<file path="config.mk">
export PLATFORM = sky130hd
export DESIGN_NAME = mips_cpu_div_seq
export DESIGN_NICKNAME = d
export VERILOG_FILES = /design/src/rtl/mips_cpu_div_seq.sv
export SDC_FILE = /design/constraint.sdc
export NUM_CORES = 1
export LEC_CHECK = 0
export BUFFER_PORTS_ARGS = -buffer_cell sky130_fd_sc_hd__buf_2
export CAP_MARGIN = 30
export CORE_UTILIZATION = 54
export DETAILED_ROUTE_END_ITERATION = 8
export PLACE_DENSITY = 0.85
export SLEW_MARGIN = 20
export SYNTH_ARGS = -nofsm -noshare
export SYNTH_HDL_FRONTEND = slang
export SYNTH_SLANG_ARGS = --single-unit
</file>
<file path="constraint.sdc">
create_clock -name i_clk -period 17.5 [get_ports i_clk]
set_clock_uncertainty 0.1 [all_clocks]
set_input_delay 1.75 -clock i_clk [delete_from_list [all_inputs] [get_ports i_clk]]
set_output_delay 1.75 -clock i_clk [all_outputs]
set_load 0.03 [all_outputs]
</file>
<file path="src/rtl/mips_cpu_div_seq.sv">
// ---------------------------------------------------------------------------
// mips_cpu_div_seq
// Multi-cycle restoring divider for DIV / DIVU. One quotient bit is produced
// per cycle. Results land in registered quotient (LO) / remainder (HI).
//
// Ports:
//   i_clk           clock, rising edge
//   i_rst           asynchronous active-high reset
//   i_start         request, sampled only while idle
//   i_is_signed     1 = signed (DIV), 0 = unsigned (DIVU); captured with start
//   i_dividend      numerator, captured with start
//   i_divisor       denominator, captured with start
//   o_busy          high while an operation is in flight (RUN/FIX/DONE)
//   o_done          one-cycle pulse when results are valid
//   o_quotient      LO result, registered
//   o_remainder     HI result, registered
//   o_div_by_zero   flag for the last completed operation
// ---------------------------------------------------------------------------
module mips_cpu_div_seq #(
  parameter int WIDTH = 32,
  parameter int CNT_W = $clog2(WIDTH + 1)
) (
  input  logic             i_clk,
  input  logic             i_rst,
  input  logic             i_start,
  input  logic             i_is_signed,
  input  logic [WIDTH-1:0] i_dividend,
  input  logic [WIDTH-1:0] i_divisor,
  output logic             o_busy,
  output logic             o_done,
  output logic [WIDTH-1:0] o_quotient,
  output logic [WIDTH-1:0] o_remainder,
  output logic             o_div_by_zero
);

  typedef enum logic [1:0] {S_IDLE, S_RUN, S_FIX, S_DONE} state_t;

  state_t           r_state;
  state_t           w_state_next;

  logic [CNT_W-1:0] r_cnt;
  logic [WIDTH-1:0] r_a;        // |dividend|, shifted left each iteration
  logic [WIDTH-1:0] r_b;        // |divisor|
  logic [WIDTH-1:0] r_rem;      // partial remainder magnitude
  logic [WIDTH-1:0] r_q;        // quotient magnitude
  logic [WIDTH-1:0] r_dvd;      // original dividend, returned on divide-by-zero
  logic             r_sign_q;
  logic             r_sign_r;
  logic             r_b_zero;

  logic [WIDTH-1:0] r_quotient;
  logic [WIDTH-1:0] r_remainder;
  logic             r_dbz;
  logic             r_busy;
  logic             r_done;

  // Operand magnitudes. Negating MIN yields MIN, which read as unsigned is the
  // correct magnitude 2^(WIDTH-1).
  logic             w_a_neg;
  logic             w_b_neg;
  logic [WIDTH-1:0] w_a_mag;
  logic [WIDTH-1:0] w_b_mag;

  assign w_a_neg = i_is_signed & i_dividend[WIDTH-1];
  assign w_b_neg = i_is_signed & i_divisor[WIDTH-1];
  assign w_a_mag = w_a_neg ? (~i_dividend + 1'b1) : i_dividend;
  assign w_b_mag = w_b_neg ? (~i_divisor + 1'b1) : i_divisor;

  // Restoring step. The shifted remainder keeps its full WIDTH+1 bits: for
  // unsigned divisors above 2^(WIDTH-1) the partial remainder can have its
  // MSB set, and dropping it would corrupt the trial.
  logic [WIDTH:0]   w_shift;
  logic             w_ge;
  logic [WIDTH-1:0] w_diff;
  logic [WIDTH-1:0] w_rem_next;

  assign w_shift    = {r_rem, r_a[WIDTH-1]};
  assign w_ge       = (w_shift >= {1'b0, r_b});
  // When w_ge holds the difference is below |b|, so WIDTH bits suffice.
  assign w_diff     = w_shift[WIDTH-1:0] - r_b;
  assign w_rem_next = w_ge ? w_diff : w_shift[WIDTH-1:0];

  // Sign fix-up and divide-by-zero override.
  logic [WIDTH-1:0] w_q_fix;
  logic [WIDTH-1:0] w_r_fix;

  assign w_q_fix = r_b_zero ? {WIDTH{1'b1}} : (r_sign_q ? (~r_q + 1'b1) : r_q);
  assign w_r_fix = r_b_zero ? r_dvd : (r_sign_r ? (~r_rem + 1'b1) : r_rem);

  // Next-state logic. RUN spends one extra cycle at count zero before FIX,
  // giving a fixed WIDTH+2 edge latency from acceptance to done.
  always_comb begin
    w_state_next = r_state;
    case (r_state)
      S_IDLE:  if (i_start) w_state_next = S_RUN;
      S_RUN:   if (r_cnt == '0) w_state_next = S_FIX;
      S_FIX:   w_state_next = S_DONE;
      S_DONE:  w_state_next = S_IDLE;
      default: w_state_next = S_IDLE;
    endcase
  end

  always_ff @(posedge i_clk or posedge i_rst) begin
    if (i_rst) begin
      r_state <= S_IDLE;
    end else begin
      r_state <= w_state_next;
    end
  end

  always_ff @(posedge i_clk or posedge i_rst) begin
    if (i_rst) begin
      r_cnt       <= '0;
      r_a         <= '0;
      r_b         <= '0;
      r_rem       <= '0;
      r_q         <= '0;
      r_dvd       <= '0;
      r_sign_q    <= 1'b0;
      r_sign_r    <= 1'b0;
      r_b_zero    <= 1'b0;
      r_quotient  <= '0;
      r_remainder <= '0;
      r_dbz       <= 1'b0;
      r_busy      <= 1'b0;
      r_done      <= 1'b0;
    end else begin
      r_busy <= (w_state_next != S_IDLE);
      r_done <= (w_state_next == S_DONE);
      case (r_state)
        S_IDLE: begin
          if (i_start) begin
            r_a      <= w_a_mag;
            r_b      <= w_b_mag;
            r_dvd    <= i_dividend;
            r_sign_q <= w_a_neg ^ w_b_neg;
            r_sign_r <= w_a_neg;
            r_b_zero <= (i_divisor == '0);
            r_rem    <= '0;
            r_q      <= '0;
            r_cnt    <= CNT_W'(WIDTH);
          end
        end
        S_RUN: begin
          if (r_cnt != '0) begin
            r_rem <= w_rem_next;
            r_q   <= {r_q[WIDTH-2:0], w_ge};
            r_a   <= {r_a[WIDTH-2:0], 1'b0};
            r_cnt <= r_cnt - CNT_W'(1);
          end
        end
        S_FIX: begin
          r_quotient  <= w_q_fix;
          r_remainder <= w_r_fix;
          r_dbz       <= r_b_zero;
        end
        default: ;
      endcase
    end
  end

  assign o_busy        = r_busy;
  assign o_done        = r_done;
  assign o_quotient    = r_quotient;
  assign o_remainder   = r_remainder;
  assign o_div_by_zero = r_dbz;

endmodule

</file>
Word-level counts from Yosys, hierarchy flattened:

Index checks and enable logic that the tools add are counted.

* memory bits (writable): 0
* bits in latches: 0
* bits in registers: 238
* bits in read-only memories: 0
* output and inout bits: 67
* word-level logic and storage cells: 64
* input bits: 68
* memories kept: 0

* multipliers: 0
* bitwise operators: 7
* $lt $le $gt $ge: 1
* equality and inequality tests: 6
* divide/modulo/power cells: 0
* shift operators: 0
* reduce and logical (&&, ||, !) cells: 8
* mux-type cells: 21
* add/sub/neg operators: 6

Operator list (number)
* 2-to-1 mux 32 bit: 12
* one-hot mux 32 bit (2 select lines): 3
* adder 32 x 1 -> 32 bit, second input constant: 4
* inverter 32 bit: 4
* >= comparator 33 x 32 -> 1 bit: 1
* logical NOT 32 bit: 1
* subtractor 32 bit: 1
* 2-to-1 mux 6 bit: 2
* one-hot mux 6 bit (2 select lines): 1
* one-hot mux 2 bit (4 select lines): 1
* equality test 2 bit, second input constant: 3
* logical NOT 6 bit: 1
* nonzero test 6 bit: 1
* subtractor 6 x 1 -> 6 bit, second input constant: 1
* 2-to-1 mux 2 bit: 2
* inequality test 2 bit, second input constant: 2
* nonzero test 2 bit: 2
* AND reduction 3 bit: 1
* AND 1 bit: 2
* equality test 2 x 1 -> 1 bit, second input constant: 1
* logical NOT 2 bit: 1
* AND reduction 2 bit: 1
* bitwise XOR 1 bit: 1

Logic depth before layout (Yosys ltp):

* depth after elaboration: 5
* gate-level depth with buffers: 13
* gate-level depth less buffers: 13

Worst setup path after synthesis:

Ideal clock, no wire load.

* kind: input to register
* start: input i_dividend[10]
* end: register r_a[29]
* slack: 13286 ps
* path buffers: 1
* data arrival time: 3987 ps
* required time: 17273 ps
* stages on the path: 9
* setup time: 127 ps
* cells stage by stage: or4_4 -> nor4_4 -> nand2b_2 -> or4_1 -> or4_1 -> buf_2 -> nor4_2 -> or4_1 -> nand3_1

* cells in the longest elaborated chain, start to end: 5

RTL lines
* from (decl): line 27 `input logic [WIDTH-1:0] i_dividend,`
* inverter 32 bit: line 66 `assign w_a_mag = w_a_neg ? (~i_dividend + 1'b1) : i_dividend;`
* adder 32 x 1 -> 32 bit: line 66
* 2-to-1 mux 32 bit: line 66
* 2-to-1 mux 32 bit: line 132 `if (i_start) begin`
* one-hot mux 32 bit (2 select lines): line 130 `case (r_state)`
* to (signal assigned): line 133 `r_a <= w_a_mag;`
* to (signal assigned): line 148 `r_a <= {r_a[WIDTH-2:0], 1'b0};`
* to (decl): line 42 `logic [WIDTH-1:0] r_a;`

Every way passes these cells. The select of a mux whose other input is x is not followed.
A chain may end at the register's enable or synchronous reset.

Worst setup path after layout:

* start: register r_a[31]
* end: register r_rem[28]

* cells in the longest elaborated chain, start to end: 4

RTL lines
* subtractor 32 bit / >= comparator 33 x 32 -> 1 bit (equally long branches): line 80, 78
* 2-to-1 mux 32 bit *: line 81 `assign w_rem_next = w_ge ? w_diff : w_shift[WIDTH-1:0];`
* 2-to-1 mux 32 bit *: line 145 `if (r_cnt != '0) begin`
* one-hot mux 32 bit (2 select lines) *: line 130
* to (signal assigned): line 146 `r_rem <= w_rem_next;`
* to (decl): line 44 `logic [WIDTH-1:0] r_rem;`

Every way passes the cells marked *; elsewhere a longest branch is shown, timed or not. The select of a mux whose other input is x is not followed.

==> implementation parameters <==
Parameter                              Value

Status
  Run status ... finished, final reports clean

Clock tree
  Post CTS Setup Buffer Count ... 0
  Clk Tree Root Cell ... sky130_fd_sc_hd__clkbuf_16
  Number of H-tree levels ... 1
  Post_cts resized ... 0
  Max Root-Sink Buffers ... 3
  Number of sinks driven by the clock tree ... around 240
  Clock-pin slew of the registers on the worst-case setup and hold paths ... 0.06 ns
  TritonCTS buffer count ... 25
  Hold bufs inserted after CTS ... 0
  TritonCTS clock tree ... yes
  Clock insertion delay at the later pin of the skew report ... 0.53 ns

Critical path
  Critical path endpoint category ... flip-flop
  Critical path capture point ... r_rem[28]
  Arrival time at the worst endpoint ... approximately 4.6 ns
  Kind of cell adding the most delay to the critical path ... compound AO/OA/AOI/OAI gates
  Number of cell instances on the worst register-to-register path ... 13
  Critical-path maximum fanout ... 5
  Critical path type ... reg -> reg
  Number of cells on the critical path ... 13
  R2R Path End ... r_rem[28]
  CP max stage delay ... 0.47 ns
  Critical-path top delay cell ... sky130_fd_sc_hd__a2111oi_0
  Number of buffer and inverter stages on the critical path ... 2
  Launch point of the worst path ... r_a[31]
  Most frequent cell on the critical path ... sky130_fd_sc_hd__o21ai_0
  Data required time of the worst path ... roughly 18 ns
  Setup slack of the most critical reg-to-reg path ... 13.20 ns
  Reg-to-reg critical path startpoint ... r_a[31]
  Type of element launching the critical path ... flip-flop
  Cell-by-cell trace of the critical path ... inv_1 > ha_1 > inv_1 > fa_1 > a211oi_1 > o21bai_1 > o21ai_0 > o21ai_0 > a221oi_1 > o21ai_0 > mux2_2 > a2111oi_0 > o21ai_0

Synth
  Post-Synthesis Cell Area ... 13880 µm²
  Number of flops mapped to enable cells by yosys ... 0
  Biggest area consumer among synthesized cells ... sky130_fd_sc_hd__dfrtp_1
  YS warnings ... 0
  Synthesized instance count ... 1671
  Post-synthesis cell type count ... 66
  Mapped Nets ... 1777
  Main synth FF type ... sky130_fd_sc_hd__dfrtp_1
  Number of flip-flops and latches in the synthesized netlist ... 238
  Synth top area cells ... sky130_fd_sc_hd__dfrtp_1 43%, sky130_fd_sc_hd__nand2_1 8.6%, sky130_fd_sc_hd__o21ai_0 7.7%
  Avg Inst Size Synth ... around 8.3 µm²
  Sequential fraction of the synthesis area ... 42.89%
  Post-synth ARST share ... 100.0%
  Area share of the largest cell type after synthesis ... 42.89%

Min path
  Source of the worst hold timing path ... o_quotient[28]
  Min-delay worst type ... reg -> reg

Timing
  Final period demand of the worst path ... 4.304 ns
  Max Transition Viols Final ... 0
  Max Clock Freq ... between 200 and 250 MHz
  Final setup violating endpoints ... 0
  Final cycle utilization of the critical path ... 24.59%
  Transition time at the pin with the least slew margin ... 0.9166 ns
  Final hold violation count ... 0
  Relative slew slack ... between 30% and 40%
  RSZ-0062 raised after global routing ... false
  Setup TNS ... 0 ns

Die
  Top-level I/O count ... 135
  Area of the core region ... 25180 µm²
  Die X-Extent ... approximately 160 µm
  Chip Height ... 162.4 µm
  Die Area ... approximately 26000 µm²
  Cell row count ... 58
  Starting Density ... 55.14%

Final layout
  Share of cells above drive strength 1 ... 12.50%
  Count of fill cells added during filler insertion ... about 2100
  Post-layout instance count excluding filler cells ... about 2100
  Reg area ... 5957 µm²
  Area taken by multi-input logic gates ... around 7400 µm²
  Layout Area Growth over Synthesis ... 12.64%
  Antenna Diode Count ... 0
  Net count of the finished layout ... 1857

GRT
  First-pass GRT wire length ... ~57 mm
  Residual overflow from global routing ... 0
  Met2 usage in global routing ... a little under half
  Most used routing layer ... met2
  Via count of the first global-routing pass ... 11590
  Antenna violations before repair ... 0
  Maximum number of pins on one net before global-route repair ... approximately 120
  Met1 usage in global routing ... between 30 and 40%
  Global routing met3 resource utilization ... 4.686%
  Total Routing Usage GR ... approximately a quarter

Routing
  Vias after detailed routing ... 12250
  Drt via density ... 5.840
  Total DRC errors in the routed layout ... 0
  Starting DRT DRC Count ... 1002
  Overall routed net length ... 34.82 mm
  TritonRoute pass-1 iters ... 5
  ANT nets after route ... 0
  Routed len/inst ... between 15 and 20 µm

Flow run
  Count of maximum capacitance violations ... 0

Place
  Weighted congestion at the end of routability-driven global placement ... 0.8734
  Final HPWL from detailed placement ... 24.27 mm
  I/O Buffers ... 134
  Number of cells in the design after placement ... 2051

Power
  PwrDens ... 70.99 nW/µm²
  Maximum resistive drop on vdd ... 0.06094 mV
  Leakage ... between 7 and 8 nW
## logic make-up (layout without fill, tap and decap cells)
| group | count (synthesis) | count (layout) | share of synthesized area (%) |
|---|---|---|---|
| multiplexers | 16 | 16 | 1.162 |
| adder cells (fa/ha/maj) | 38 | 38 | 3.478 |
| flip-flops | 238 | 238 | 42.89 |
| AND/OR/NAND/NOR | 605 | 605 | 19.49 |
| AO/OA/AOI/OAI | 478 | 478 | 19.79 |
| XOR/XNOR | 143 | 143 | 9.020 |
| buffers and inverters | 153 | 250 | 4.163 |
## where the power goes
part	switching (mW)	internal, mW
Sequential	0	0.550
Clock	0.218	0.293
Combinational	0.0317	0.0166
Total	0.250	0.860
## layer usage
metal	share of wire, %	vias to the layer above
met2	49	368
met1	42	5899
met5	0	-
met3	6.3	55
li1	-	5930
met4	2.6	0
## placed cells by master, fill, tap and decap left out, drive strengths merged, types with 39 or more instances in the layout
| master | netlist | routed |
|---|---|---|
| nand3 | 39 | 39 |
| dfrtp | 238 | 238 |
| buf | 11 | 151 |
| a21oi | 148 | 148 |
| nand2 | 317 | 317 |
| xnor2 | 56 | 56 |
| inv | 55 | 55 |
| xor2 | 87 | 87 |
| o21ai | 219 | 219 |
| nor2 | 122 | 122 |
## flip-flops by register name, indices dropped and copies added (netlist names)
signal	flops
r_a	32
r_cnt	6
o_quotient	32
r_dvd	32
o_div_by_zero	1
r_b	32
r_q	32
o_busy	1
r_rem	32
o_remainder	32
r_sign_r	1
r_sign_q	1
r_b_zero	1
r_state	2
o_done	1
## worst reg2reg max path, cell delays in order (launching register included)
cell	delay, ns
sky130_fd_sc_hd__dfrtp_1	0.43
sky130_fd_sc_hd__inv_1	0.21
sky130_fd_sc_hd__ha_1	0.22
sky130_fd_sc_hd__inv_1	0.06
sky130_fd_sc_hd__fa_1	0.41
sky130_fd_sc_hd__a211oi_1	0.34
sky130_fd_sc_hd__o21bai_1	0.15
sky130_fd_sc_hd__o21ai_0	0.21
sky130_fd_sc_hd__o21ai_0	0.27
sky130_fd_sc_hd__a221oi_1	0.45
sky130_fd_sc_hd__o21ai_0	0.35
sky130_fd_sc_hd__mux2_2	0.36
sky130_fd_sc_hd__a2111oi_0	0.47
sky130_fd_sc_hd__o21ai_0	0.13
## cell usage after synthesis, types with 16 or more instances
cell / number
sky130_fd_sc_hd__a21oi_1: 146
sky130_fd_sc_hd__clkbuf_1: 87
sky130_fd_sc_hd__dfrtp_1: 238
sky130_fd_sc_hd__ha_1: 37
sky130_fd_sc_hd__inv_1: 55
sky130_fd_sc_hd__nand2_1: 317
sky130_fd_sc_hd__nand3_1: 39
sky130_fd_sc_hd__nor2_1: 122
sky130_fd_sc_hd__nor3_1: 20
sky130_fd_sc_hd__o21ai_0: 213
sky130_fd_sc_hd__o31ai_1: 24
sky130_fd_sc_hd__or3_1: 16
sky130_fd_sc_hd__xnor2_1: 56
sky130_fd_sc_hd__xor2_1: 87
## stage by stage
step / util, % / instance area [µm²] / hold slack [ns] / power, mW / setup slack, ns
3_3_place_gp: 58.48 / 14730 / 0.3564 / 0.6069 / 13.01
3_5_place_dp: 58.76 / 14800 / 0.3649 / 0.6083 / 12.97
5_1_grt: 62.11 / 15640 / 0.3967 / 1.144 / 12.81
4_1_cts: 61.86 / 15580 / 0.3799 / 1.119 / 13.31
2_1_floorplan: - / 13880 / 0.3374 / 0.5867 / 9.119
6_report: 62.11 / 15640 / 0.3797 / 1.110 / 13.20
## final cells by class
| cell class | count | area share [%] |
|---|---|---|
| Clock buffer | 34 | 4.472 |
| Inverter | 55 | 1.368 |
| Tap cell | 330 | 2.640 |
| Timing Repair Buffer | 151 | 5.632 |
| Multi-Input combinational cell | 1280 | 47.29 |
| Sequential cell | 238 | 38.09 |
| Clock inverter | 10 | 0.5120 |
## how the worst min path moves through the flow
stage                     end  cells after the start
2_1_floorplan       r_dvd[28]                      2
3_3_place_gp           r_a[0]                      2
3_5_place_dp   o_quotient[28]                      2
4_1_cts        o_quotient[28]                      2
5_1_grt               r_a[13]                      2
6_report       o_quotient[28]                      2
No activity file was read; power rests on OpenSTA's default activity.
